<file path="config.mk">
export PLATFORM = sky130hd
export DESIGN_NAME = led_event_scheduler
export DESIGN_NICKNAME = d
export VERILOG_FILES = /design/src/rtl/led_event_scheduler_pkg.sv /design/src/rtl/led_event_scheduler_rr_arbiter.sv /design/src/rtl/led_event_scheduler.sv
export SDC_FILE = /design/constraint.sdc
export NUM_CORES = 1
export LEC_CHECK = 0
export CAP_MARGIN = 20
export CELL_PAD_IN_SITES_DETAIL_PLACEMENT = 1
export CELL_PAD_IN_SITES_GLOBAL_PLACEMENT = 2
export CORE_MARGIN = 4
export CORE_UTILIZATION = 23
export DETAILED_ROUTE_END_ITERATION = 6
export GPL_TIMING_DRIVEN = 0
export PLACE_DENSITY_LB_ADDON = 0.15
export SKIP_LAST_GASP = 1
export SLEW_MARGIN = 20
export SYNTH_ARGS = -nofsm -noshare
export SYNTH_HDL_FRONTEND = slang
export SYNTH_SLANG_ARGS = --single-unit
</file>
<file path="constraint.sdc">
create_clock -name clk -period 1.57 [get_ports clk]
set_input_delay 0.157 -clock clk [delete_from_list [all_inputs] [get_ports clk]]
set_output_delay 0.157 -clock clk [all_outputs]
set_load 0.05 [all_outputs]
</file>
<file path="src/rtl/led_event_scheduler_pkg.sv">
// rtl/led_event_scheduler_pkg.sv - shared state codes and width helpers for the LED event scheduler
//
// Holds the FSM state constants and small constant functions used to size
// the grant index and the step/divider counters.

package led_event_scheduler_pkg;

    typedef logic [1:0] state_t;

    localparam state_t ST_IDLE = 2'd0;
    localparam state_t ST_RUN  = 2'd1;
    localparam state_t ST_GAP  = 2'd2;

    // Width of an index that selects one of n requesters (never below 1 bit).
    function automatic int id_width(input int n);
        return (n <= 2) ? 1 : $clog2(n);
    endfunction

    // Width of a counter that runs 0..n-1 (never below 1 bit).
    function automatic int cnt_width(input int n);
        return (n <= 2) ? 1 : $clog2(n);
    endfunction

    function automatic int max2(input int a, input int b);
        return (a > b) ? a : b;
    endfunction

endpackage

</file>
<file path="src/rtl/led_event_scheduler_rr_arbiter.sv">
// rtl/led_event_scheduler_rr_arbiter.sv - combinational round-robin arbiter
//
// Ports:
//   req         in   N_EVT  pending request vector
//   last        in   IDW    index granted most recently
//   grant_idx   out  IDW    first requester found searching upward from last+1
//   grant_valid out  1      at least one request is pending

module rr_arbiter #(
    parameter int N_EVT = 4,
    parameter int IDW   = 2
) (
    input  logic [N_EVT-1:0] req,
    input  logic [IDW-1:0]   last,
    output logic [IDW-1:0]   grant_idx,
    output logic             grant_valid
);

    // One spare bit so last+k (at most 2*N_EVT-1) can be compared before wrapping.
    localparam int JW = IDW + 1;
    localparam logic [JW-1:0] N_W = JW'(N_EVT);

    logic [JW-1:0] j;

    always_comb begin
        grant_idx   = '0;
        grant_valid = 1'b0;
        j           = '0;
        // k = N_EVT comes back around to last itself, so a lone requester
        // that was just served can still be granted again.
        for (int k = 1; k <= N_EVT; k++) begin
            j = {1'b0, last} + JW'(k);
            if (j >= N_W) begin
                j = j - N_W;
            end
            if (!grant_valid && req[j[IDW-1:0]]) begin
                grant_valid = 1'b1;
                grant_idx   = j[IDW-1:0];
            end
        end
    end

endmodule

</file>
<file path="src/rtl/led_event_scheduler.sv">
// rtl/led_event_scheduler.sv - round-robin sharing of one 8-LED bank between button-triggered effect generators
//
// Ports:
//   clk        in   1        system clock
//   rst        in   1        synchronous active-high reset
//   btn        in   N_EVT    synchronised button levels, one per requester
//   abort      in   1        cut the current run short
//   evt_led    in   8*N_EVT  generator LED patterns, slice i = [8i+7:8i]
//   evt_start  out  N_EVT    one-hot start/clear pulse to the granted generator
//   evt_step   out  1        step enable to the active generator
//   led        out  8        LED pins
//   busy       out  1        high while running an effect or in the blank gap
//   active_id  out  IDW      index of the current/last grant

module led_event_scheduler
    import led_event_scheduler_pkg::*;
#(
    parameter int N_EVT     = 4,
    parameter int TICK_DIV  = 4,
    parameter int RUN_STEPS = 9,
    parameter int GAP_STEPS = 2
) (
    input  logic                        clk,
    input  logic                        rst,
    input  logic [N_EVT-1:0]            btn,
    input  logic                        abort,
    input  logic [8*N_EVT-1:0]          evt_led,
    output logic [N_EVT-1:0]            evt_start,
    output logic                        evt_step,
    output logic [7:0]                  led,
    output logic                        busy,
    output logic [id_width(N_EVT)-1:0]  active_id
);

    localparam int IDW   = id_width(N_EVT);
    localparam int DIVW  = cnt_width(TICK_DIV);
    localparam int STEPW = cnt_width(max2(RUN_STEPS, GAP_STEPS));

    localparam logic [DIVW-1:0]  DIV_LAST  = DIVW'(TICK_DIV - 1);
    localparam logic [STEPW-1:0] RUN_LAST  = STEPW'(RUN_STEPS - 1);
    localparam logic [STEPW-1:0] GAP_LAST  = STEPW'(GAP_STEPS - 1);
    localparam logic [IDW-1:0]   LAST_INIT = IDW'(N_EVT - 1);

    state_t             state;
    logic [N_EVT-1:0]   pending;
    logic [N_EVT-1:0]   btn_q;
    logic [IDW-1:0]     last_grant;
    logic [DIVW-1:0]    div_cnt;
    logic [STEPW-1:0]   step_cnt;
    logic               first_run;

    logic [N_EVT-1:0]   rise;
    logic [N_EVT-1:0]   grant_mask;
    logic [IDW-1:0]     grant_idx;
    logic               grant_valid;
    logic               tick;
    logic               run_done;
    logic               gap_done;
    logic               do_grant;

    assign rise = btn & ~btn_q;
    assign tick = (div_cnt == DIV_LAST);

    // abort ends the run on the next edge regardless of where the divider is.
    assign run_done = (state == ST_RUN) && (abort || (tick && (step_cnt == RUN_LAST)));
    assign gap_done = (state == ST_GAP) && tick && (step_cnt == GAP_LAST);

    // Arbitration only matters while idle or on the final gap cycle, which
    // lets back-to-back requests skip the idle cycle entirely.
    assign do_grant = grant_valid && ((state == ST_IDLE) || gap_done);

    rr_arbiter #(
        .N_EVT (N_EVT),
        .IDW   (IDW)
    ) u_arb (
        .req         (pending),
        .last        (last_grant),
        .grant_idx   (grant_idx),
        .grant_valid (grant_valid)
    );

    always_comb begin
        grant_mask = '0;
        if (do_grant) begin
            grant_mask[grant_idx] = 1'b1;
        end
    end

    always_ff @(posedge clk) begin
        if (rst) begin
            state      <= ST_IDLE;
            pending    <= '0;
            btn_q      <= '0;
            last_grant <= LAST_INIT;
            active_id  <= '0;
            div_cnt    <= '0;
            step_cnt   <= '0;
            first_run  <= 1'b0;
        end else begin
            btn_q <= btn;
            // A fresh press on the index being granted survives the clear.
            pending   <= (pending & ~grant_mask) | rise;
            first_run <= do_grant;
            if (do_grant) begin
                active_id  <= grant_idx;
                last_grant <= grant_idx;
            end

            case (state)
                ST_IDLE: begin
                    if (do_grant) begin
                        state    <= ST_RUN;
                        div_cnt  <= '0;
                        step_cnt <= '0;
                    end
                end
                ST_RUN: begin
                    if (run_done) begin
                        state    <= ST_GAP;
                        div_cnt  <= '0;
                        step_cnt <= '0;
                    end else begin
                        div_cnt <= tick ? '0 : div_cnt + 1'b1;
                        if (tick) begin
                            step_cnt <= step_cnt + 1'b1;
                        end
                    end
                end
                ST_GAP: begin
                    if (gap_done) begin
                        state    <= do_grant ? ST_RUN : ST_IDLE;
                        div_cnt  <= '0;
                        step_cnt <= '0;
                    end else begin
                        div_cnt <= tick ? '0 : div_cnt + 1'b1;
                        if (tick) begin
                            step_cnt <= step_cnt + 1'b1;
                        end
                    end
                end
                default: begin
                    state    <= ST_IDLE;
                    div_cnt  <= '0;
                    step_cnt <= '0;
                end
            endcase
        end
    end

    always_comb begin
        evt_start = '0;
        if ((state == ST_RUN) && first_run) begin
            evt_start[active_id] = 1'b1;
        end
    end

    assign evt_step = (state == ST_RUN) && tick;
    assign busy     = (state != ST_IDLE);
    assign led      = (state == ST_RUN) ? evt_led[{active_id, 3'b000} +: 8] : 8'h00;

endmodule
</file>
==> impl_metrics.csv, run 1 <==
group,metric,value,unit
grt,pin_count_of_the_biggest_net_entering_global_routing,14,
route,post_drt_via_cell_ratio,4.61,
synth,mappedNetlistArea,1410,µm²
pwr,cellLeakagePower,0.909,nW
floorplan,die_y,86.2,µm
sta,timing.fmax,581,MHz
synth,number_of_enable_type_register_cells_in_the_synthesized_netlist,0,
synth,synthesized_instance_count,141,
synth,ys_async_sr_fraction,0,%
route,routed_wire_length_on_met2,1830,µm
route,vias,1304,
finish,area_growth_syn_to_layout,75.3,%
synth,synth.most_common_cell,"dfxtp_1",
route,drt_pass1_iterations,4,
synth,synth.avg_cell_area,9.97,µm²
setup_path,cp-end-kind,"output port",
route,remaining_drc_errors,0,
setup_path,cp_data_required_time,1.41,ns
synth,dominant_combinational_cell_family_by_area_after_synthesis,"simple AND/OR/NAND/NOR gates",
sta,setup_viol_count_final,10,
grt,grt_antenna_before_repair,0,
floorplan,core_region,5920,µm²
route,met3_wirelength,365,µm
setup_path,worstSetupStartpointType,"flop",
synth,synth_compound_area_share,18.8,%
synth,synthMuxAreaShare,14.9,%
route,wirelength,4300,µm
sta,maxSlewViolCount,0,
finish,n_antenna_cell,0,
synth,yosys.area.top_type,"dfxtp_1",
worst_hold_path,hp-class,"input port to flop",
clock_network,tritoncts.num_buffers,3,
clock_network,max-clock-path-buffers,2,
finish,fillCellCount,631,
floorplan,die_area,7430,µm²
synth,post-synth-top-area-fraction,29.9,%
synth,synthesis.yosys.warnings,0,
grt,first_global_vias,1428,
sta,final_critical_path_share_of_the_clock_period,110,%
run,timing.max_cap.violations,0,
sta,worstMarginPinSlew,0.524,ns
pwr,power_density,1320,nW/µm²
placement,routabilityCongestion,0.891,
clock_network,buffer_type_at_the_clock_tree_root,"clkbuf_8",
synth,synth_seq_area_share,29.9,%
sta,fin_skew,0.00642,ns
floorplan,placementRows,28,
floorplan,io_pins,55,
grt,globalRouteOverflowTotal,0,
sta,finalHoldViolations,0,
outcome,run_status,"finished with violations",
synth,netlist_top_cells_count,"dfxtp_1, and2_1, a21oi_1",
pwr,finalPower,0.00325,W
finish,layout.area.seq,450,µm²
grt,grtUsageTotal,11.8,%
route,detailedRoute.firstIterationViolations,27,
finish,area_of_combinational_cells_with_multiple_inputs,1120,µm²
synth,synth.distinct_cells,42,
synth,synth-adder-area-share,8.01,%
route,wirelength_met1,2060,µm
floorplan,initial_utilization,23.8,%
route,highest_layer,"met4",
setup_path,critical_path_peak_fanout,7,
finish,design.final.nets,257,
sta,setup_total_negative_slack,-1.16,ns
synth,synth.top_cells.by_area,"dfxtp_1, mux4_2, ha_1",
floorplan,floorplan.die.width,86.2,µm
route,drt-wirelength-per-cell,15.2,µm
outcome,violated_checks,"negative setup slack",
clock_network,cts_num_sinks,21,
sta,rsz0062_at_grt,"true",
clock_network,cts_tree,"built",
finish,post_route_cells_drive_above_1_share,44.7,%
grt,grt_first_pass_wirelength,7050,µm
pwr,vdd_ir_drop_max,0.620,mV
sta,period_minus_slack,1.72,ns
clock_network,clk_transition_reported_paths,0.09,ns
synth,synthXorXnorAreaFrac,1.25,%
route,ant_nets,0,
placement,postPlaceCellArea,2090,µm²
setup_path,worst_path_arrival_time,1.56,ns
synth,post_synth_and_or_nand_nor_area_fraction,22.6,%
synth,synth_ff_type,"dfxtp_1",
synth,ys_ff_latch,21,
sta,fin_ws,-0.150,ns
finish,fin_area,2460,µm²
clock_network,post_cts_hold_buffer_count,0,
synth,synth.net_count,189,
clock_network,worstSkewPairLatency,0.26,ns
setup_path,critical_path_class,"flop to output port",
sta,headroom_to_the_max_slew_limit,65.0,%
placement,hpwlAfterDp,3230,µm
clock_network,clock_tree.htree_level_count,1,
placement,port-buffer-count,54,
## worst max-delay path, stage by stage, from the launching register on
cell and delay [ns]:
dfxtp_4 0.38, buf_12 0.12, mux4_2 0.49, and2_4 0.16
buf_8 0.14
## path summary, 6_finish.rpt
check	startpoint	end	depth (start not counted)	slack, ns
worst max-delay path	active_id[0]	led[5]	4	-0.15
worst min-delay path	btn[3]	btn_q[3]	2	0.46
worst max register to register	div_cnt[0]	active_id[1]	7	-0.02
worst min register to register	btn_q[3]	pending[3]	2	0.48
## kinds of logic (layout without fill, tap and decap cells)
group,after synthesis,after routing
buffers and inverters,13,80
AOI/OAI and AO/OA,34,34
xor gates and xnor gates,2,2
and+or+nand+nor,51,51
DFF,21,21
adders and majority gates,9,9
muxes,11,11
## layout by cell type (no fill, tap or decap), types with 6 or more instances in the layout
cell | netlist | layout
and2_4 | 0 | 8
nand3_1 | 6 | 6
buf_4 | 0 | 8
clkdlybuf4s50_1 | 0 | 38
a21oi_1 | 10 | 8
nor2_1 | 6 | 6
buf_6 | 1 | 8
buf_8 | 0 | 8
inv_1 | 8 | 6
mux4_2 | 8 | 8
dfxtp_2 | 0 | 6
dfxtp_1 | 21 | 9
dfxtp_4 | 0 | 6
## repair_timing
action / CTS / global route
pin swaps: 18 / 9
endpoints found under the hold margin: 0 / 0
cloned: 1 / 0
gates resized for setup: 141 / 23
setup endpoints to repair: 31 / 27
buffers inserted: 7 / 1
## stage by stage
stage / util (%) / setup WS [ns] / cells / hold WS, ns
after floorplan: - / 0.00341 / 141 / 0.229
final: 41.6 / -0.150 / 283 / 0.462
after CTS: 40.2 / -0.166 / 282 / 0.456
after global placement: 35.3 / -0.657 / 270 / 0.462
after global routing: 41.6 / -0.201 / 283 / 0.473
after detailed placement: 35.3 / -0.663 / 270 / 0.477
## sequential cells by signal, indices dropped and copies added, names as in the netlist
name        cells
btn_q           4
active_id       2
state           2
pending         4
first_run       1
div_cnt         2
last_grant      2
step_cnt        4
## metal layers
layer  up-vias  track usage (%)
li1        656                -
met4         0             3.82
met3         4             2.66
met5         -                0
met1       589             15.7
met2        55             19.0
## cell type report
cell class | count | share of cell area, %
multi-input cells | 107 | 45.3
repair buffers | 63 | 26.8
flip-flops and latches | 21 | 18.3
well taps | 75 | 3.81
plain buffers | 5 | 2.54
clock buffers | 3 | 1.68
inverters | 8 | 1.32
clock inverters | 1 | 0.305
## power by group
group / switching [W] / internal, W
clock: 0.000191 / 0.000179
combinational: 0.00107 / 0.00103
sequential: 0.000141 / 0.000638
Note: power is estimated with default switching activity, not from simulation.
==> run 2, diff against run 1 <==
==> constraint.sdc (replaced) <==
create_clock -name clk -period 1.57 [get_ports clk]
set_input_delay 0.157 -clock clk [delete_from_list [all_inputs] [get_ports clk]]
set_output_delay 0.157 -clock clk [all_outputs]
set_load 0.005 [all_outputs]
==> impl_metrics.csv, run 2 (synthesis gave the netlist of run 1 again) <==
group,metric,value,unit
outcome,violated_checks,"negative setup slack",
grt,grtUsageTotal,13.1,%
setup_path,cp_data_required_time,1.41,ns
floorplan,die_area,7430,µm²
finish,post_route_cells_drive_above_1_share,48.6,%
clock_network,max-clock-path-buffers,2,
floorplan,floorplan.die.width,86.2,µm
placement,routabilityCongestion,0.824,
placement,port-buffer-count,54,
clock_network,clk_transition_reported_paths,0.09,ns
sta,final_critical_path_share_of_the_clock_period,111,%
finish,area_growth_syn_to_layout,76.6,%
grt,grt_first_pass_wirelength,7780,µm
setup_path,critical_path_peak_fanout,4,
finish,largest_registers,"btn_q (4), pending (4), step_cnt (4)",
clock_network,clock_tree.htree_level_count,1,
finish,commonest_non_fill_non_tap_cell_in_the_layout,"clkdlybuf4s50_1",
grt,globalRouteOverflowTotal,0,
finish,layout_common_cells,"clkdlybuf4s50_1, buf_4, buf_2",
clock_network,buffer_type_at_the_clock_tree_root,"clkbuf_8",
route,drt_pass1_iterations,4,
route,ant_nets,0,
floorplan,placementRows,28,
grt,met1_usage_in_global_routing,14.8,%
grt,first_global_vias,1515,
finish,finish.cell_count_without_fillers,295,
sta,worstMarginPinSlew,0.502,ns
worst_hold_path,min_path_cells,2,
grt,grt_util_met2,24.9,%
pwr,power_density,1200,nW/µm²
finish,fin_area,2480,µm²
worst_hold_path,hp-class,"input port to flop",
route,vias,1399,
pwr,cellLeakagePower,0.922,nW
clock_network,cts_tree,"built",
placement,numPlacedInstances,270,
finish,fillCellCount,671,
sta,finalHoldViolations,0,
sta,headroom_to_the_max_slew_limit,66.5,%
setup_path,worst_r2r_endpoint,"active_id[1]",
worst_hold_path,min_delay_worst_endpoint,"btn_q[3]",
sta,fin_skew,0.00916,ns
pwr,finalPower,0.00297,W
sta,rsz0062_at_grt,"true",
route,detailedRoute.firstIterationViolations,45,
route,drt-wirelength-per-cell,17.0,µm
sta,fin_ws,-0.175,ns
sta,setup_total_negative_slack,-1.55,ns
sta,period_minus_slack,1.75,ns
floorplan,initial_utilization,23.8,%
setup_path,reg2reg_slack,-0.06,ns
setup_path,r2r.worst_path.cells,7,
clock_network,worstSkewPairLatency,0.27,ns
floorplan,core_region,5920,µm²
grt,pin_count_of_the_biggest_net_entering_global_routing,14,
clock_network,cts_num_sinks,21,
placement,hpwlAfterDp,3460,µm
grt,grtUsageMet3,3.14,%
worst_hold_path,hold_start,"btn[3]",
sta,timing.fmax,573,MHz
outcome,run_status,"finished with violations",
sta,maxSlewViolCount,0,
route,wirelength,5020,µm
run,timing.max_cap.violations,0,
grt,grt_antenna_before_repair,0,
setup_path,worst_path_arrival_time,1.59,ns
pwr,vdd_ir_drop_max,0.382,mV
finish,n_antenna_cell,0,
route,post_drt_via_cell_ratio,4.74,
grt,globalRoute.busiestLayer,"met2",
setup_path,rr_startpoint,"div_cnt[1]",
floorplan,io_pins,55,
setup_path,critical_path_class,"flop to output port",
setup_path,worstSetupStartpointType,"flop",
route,remaining_drc_errors,0,
placement,place_worst_setup_slack,-0.550,ns
clock_network,tritoncts.num_buffers,3,
floorplan,die_y,86.2,µm
setup_path,cp-end-kind,"output port",
sta,setup_viol_count_final,15,
placement,postPlaceCellArea,2040,µm²
finish,design.final.nets,269,
==> run 2: worst max path at each step <==
stage / from / endpoint / slack (ns) / depth (start not counted)
after global placement: active_id[0] / led[6] / -0.54 / 4
after detailed placement: active_id[0] / led[6] / -0.55 / 4
after floorplan: div_cnt[0] / pending[1] / 0.003 / 7
final: active_id[0] / led[5] / -0.18 / 5
after global routing: active_id[0] / led[5] / -0.23 / 5
after CTS: active_id[0] / led[0] / -0.18 / 5
==> run 2: through the flow <==
step                util, %  hold slack [ns]
floorplan                 -            0.229
global placement       34.5            0.457
detailed placement     34.5            0.471
CTS                    39.7            0.464
global route           41.9            0.478
finish                 41.9            0.465
==> run 2: layout make-up <==
| type | count | area (µm²) | area share, % |
|---|---|---|---|
| clock buffer | 3 | 41.3 | 1.66 |
| tap | 75 | 93.8 | 3.78 |
| clock inverter | 1 | 7.51 | 0.302 |
| buffer | 5 | 57.6 | 2.32 |
| inverter | 8 | 32.5 | 1.31 |
| sequential | 21 | 448 | 18.0 |
| multi-input combinational | 107 | 1120 | 45.2 |
| timing repair buffer | 75 | 681 | 27.4 |
==> run 2: report_power, final <==
group / total [W] / switching, W / internal, W
clock network: 0.000375 / 0.000195 / 0.000179
logic: 0.00181 / 0.000777 / 0.00103
registers: 0.000787 / 0.000149 / 0.000638
total: 0.00297 / 0.00112 / 0.00185
==> run 2: routing by layer <==
metal  vias up  wire [µm]
li1        674          -
met5         -          0
met2        37       2750
met3         2        303
met4         0         19
met1       686       1950
==> run 2: critical path: stages (launching register included) <==
cell and delay, ns:
dfxtp_4 0.37, buf_8 0.10, buf_12 0.10, mux4_2 0.49
and2_4 0.15, buf_6 0.11
==> run 2: timing repair <==
item / in CTS / in global routing
cloned: 1 / 0
setup endpoints to repair: 30 / 30
pin swaps: 24 / 10
resized for setup: 95 / 35
buffers inserted: 14 / 6
hold buffers: 0 / 0
==> run 3, diff against run 2 <==
--- a/config.mk
+++ b/config.mk
@@ -8,7 +8,7 @@
 export CAP_MARGIN = 20
 export CELL_PAD_IN_SITES_DETAIL_PLACEMENT = 1
 export CELL_PAD_IN_SITES_GLOBAL_PLACEMENT = 2
-export CORE_MARGIN = 4
+export CORE_MARGIN = 3
 export CORE_UTILIZATION = 23
 export DETAILED_ROUTE_END_ITERATION = 6
 export GPL_TIMING_DRIVEN = 0
==> impl_metrics.csv, run 3 (synthesis gave the netlist of run 1 again) <==
group,metric,value,unit
route,detailedRoute.firstIterationViolations,25,
setup_path,worstSetupStartpointType,"flop",
grt,first_global_vias,1550,
grt,globalRouteOverflowTotal,0,
run,timing.max_cap.violations,0,
setup_path,critical_path_peak_fanout,4,
floorplan,die_y,84.2,µm
setup_path,reg2reg_slack,-0.12,ns
placement,hpwlAfterDp,3430,µm
finish,design.final.nets,276,
setup_path,cp_data_required_time,1.41,ns
route,drt-wirelength-per-cell,16.2,µm
sta,period_minus_slack,1.76,ns
worst_hold_path,hp-class,"input port to flop",
clock_network,tritoncts.num_buffers,3,
floorplan,initial_utilization,24.6,%
clock_network,cts_tree,"built",
sta,setup_total_negative_slack,-1.75,ns
pwr,power_density,1200,nW/µm²
clock_network,cts_num_sinks,21,
placement,postPlaceCellArea,2040,µm²
outcome,run_status,"finished with violations",
route,post_drt_via_cell_ratio,4.76,
clock_network,post_cts_hold_buffer_count,0,
clock_network,buffer_type_at_the_clock_tree_root,"clkbuf_8",
pwr,vdd_ir_drop_max,0.606,mV
clock_network,worstSkewPairLatency,0.26,ns
sta,setup_viol_count_final,19,
placement,port-buffer-count,54,
sta,final_critical_path_share_of_the_clock_period,112,%
sta,finalHoldViolations,0,
finish,n_antenna_cell,0,
grt,grt_first_pass_wirelength,7840,µm
clock_network,clock_tree.htree_level_count,1,
worst_hold_path,min_path_cells,3,
grt,grt_antenna_before_repair,0,
finish,layout_common_cells,"clkdlybuf4s50_1, buf_4, buf_6",
route,vias,1422,
grt,grtUsageTotal,13.5,%
grt,pin_count_of_the_biggest_net_entering_global_routing,13,
setup_path,critical_path_class,"flop to output port",
sta,fin_skew,0.00123,ns
worst_hold_path,hold_start,"btn[2]",
floorplan,die_area,7090,µm²
setup_path,rr_startpoint,"div_cnt[0]",
sta,rsz0062_at_grt,"true",
sta,headroom_to_the_max_slew_limit,69.1,%
sta,maxSlewViolCount,0,
clock_network,max-clock-path-buffers,2,
route,ant_nets,0,
finish,post_route_cells_drive_above_1_share,49.8,%
setup_path,worst_path_arrival_time,1.60,ns
sta,fin_ws,-0.189,ns
finish,fillCellCount,628,
finish,fin_area,2570,µm²
floorplan,floorplan.die.width,84.2,µm
clock_network,clk_transition_reported_paths,0.08,ns
route,wirelength,4840,µm
finish,largest_registers,"btn_q (4), pending (4), step_cnt (4)",
floorplan,core_region,5710,µm²
floorplan,placementRows,27,
worst_hold_path,min_delay_worst_endpoint,"pending[2]",
pwr,cellLeakagePower,0.983,nW
sta,timing.fmax,568,MHz
sta,worstMarginPinSlew,0.463,ns
route,remaining_drc_errors,0,
placement,routabilityCongestion,0.811,
setup_path,r2r.worst_path.cells,8,
setup_path,cp-end-kind,"output port",
setup_path,worst_r2r_endpoint,"pending[3]",
floorplan,io_pins,55,
route,drt_pass1_iterations,4,
finish,commonest_non_fill_non_tap_cell_in_the_layout,"clkdlybuf4s50_1",
finish,area_growth_syn_to_layout,82.5,%
outcome,violated_checks,"negative setup slack",
## run 3: cell count changes in the layout (fill, tap and decap cells not counted), moves of 2 or more
| cell | change |
|---|---|
| dfxtp_4 | +2 |
| clkbuf_2 | +3 |
| buf_6 | +7 |
| and2_1 | -2 |
| buf_2 | -5 |
| o21ai_2 | -2 |
| and2_4 | +2 |
| dfxtp_2 | -2 |
## run 3: critical path: stages, from the launching register on
cell     delay [ns]
dfxtp_4        0.37
buf_8          0.11
buf_6          0.11
mux4_2         0.49
and2_4         0.15
buf_2          0.12
## run 3: per-stage QoR
step	setup slack (ns)	power (W)	std cells	hold WS, ns	utilization [%]
5_1_grt	-0.261	0.00330	299	0.491	44.9
3_3_place_gp	-0.536	0.00192	267	0.465	35.7
6_report	-0.189	0.00308	299	0.472	44.9
4_1_cts	-0.218	0.00285	290	0.462	42.2
3_5_place_dp	-0.549	0.00195	267	0.478	35.7
2_1_floorplan	0.00341	0.00146	141	0.229	-
## run 3: final cells by class
type / instances / area [µm²] / share of cell area, %
clock inverter: 1 / 5.00 / 0.195
inverter: 8 / 35.0 / 1.37
clock buffer: 3 / 41.3 / 1.61
sequential: 21 / 453 / 17.6
buffer: 5 / 57.6 / 2.24
tap: 72 / 90.1 / 3.51
timing repair buffer: 82 / 772 / 30.1
multi-input combinational: 107 / 1110 / 43.3
## run 3: report_power, final
group / internal [W] / switching (W) / total [W]
Combinational: 0.00117 / 0.000792 / 0.00196
Sequential: 0.000637 / 0.000128 / 0.000765
Clock: 0.000177 / 0.000178 / 0.000355
Total: 0.00198 / 0.00110 / 0.00308
## run 3: per-layer routing
| layer | global-route usage (%) | routed length (µm) | vias to the layer above |
|---|---|---|---|
| met5 | 0 | 0 | - |
| met2 | 26.0 | 2670 | 22 |
| li1 | - | - | 693 |
| met3 | 2.65 | 143 | 2 |
| met1 | 15.6 | 2000 | 705 |
| met4 | 1.75 | 14 | 0 |
## run 3: repair_timing
action / in CTS / in global routing
endpoints found under the setup margin: 30 / 28
gates cloned: 1 / 0
gates resized for setup: 98 / 40
buffers inserted: 18 / 10
pin swaps: 22 / 15
## run 3: worst max path at each step
stage                            start         end  depth (start not counted)
final                     active_id[0]      led[2]                          5
after global routing      active_id[0]      led[2]                          5
after detailed placement  active_id[0]      led[2]                          4
after CTS                 active_id[0]      led[2]                          5
after global placement    active_id[0]      led[2]                          4
after floorplan             div_cnt[0]  pending[1]                          7
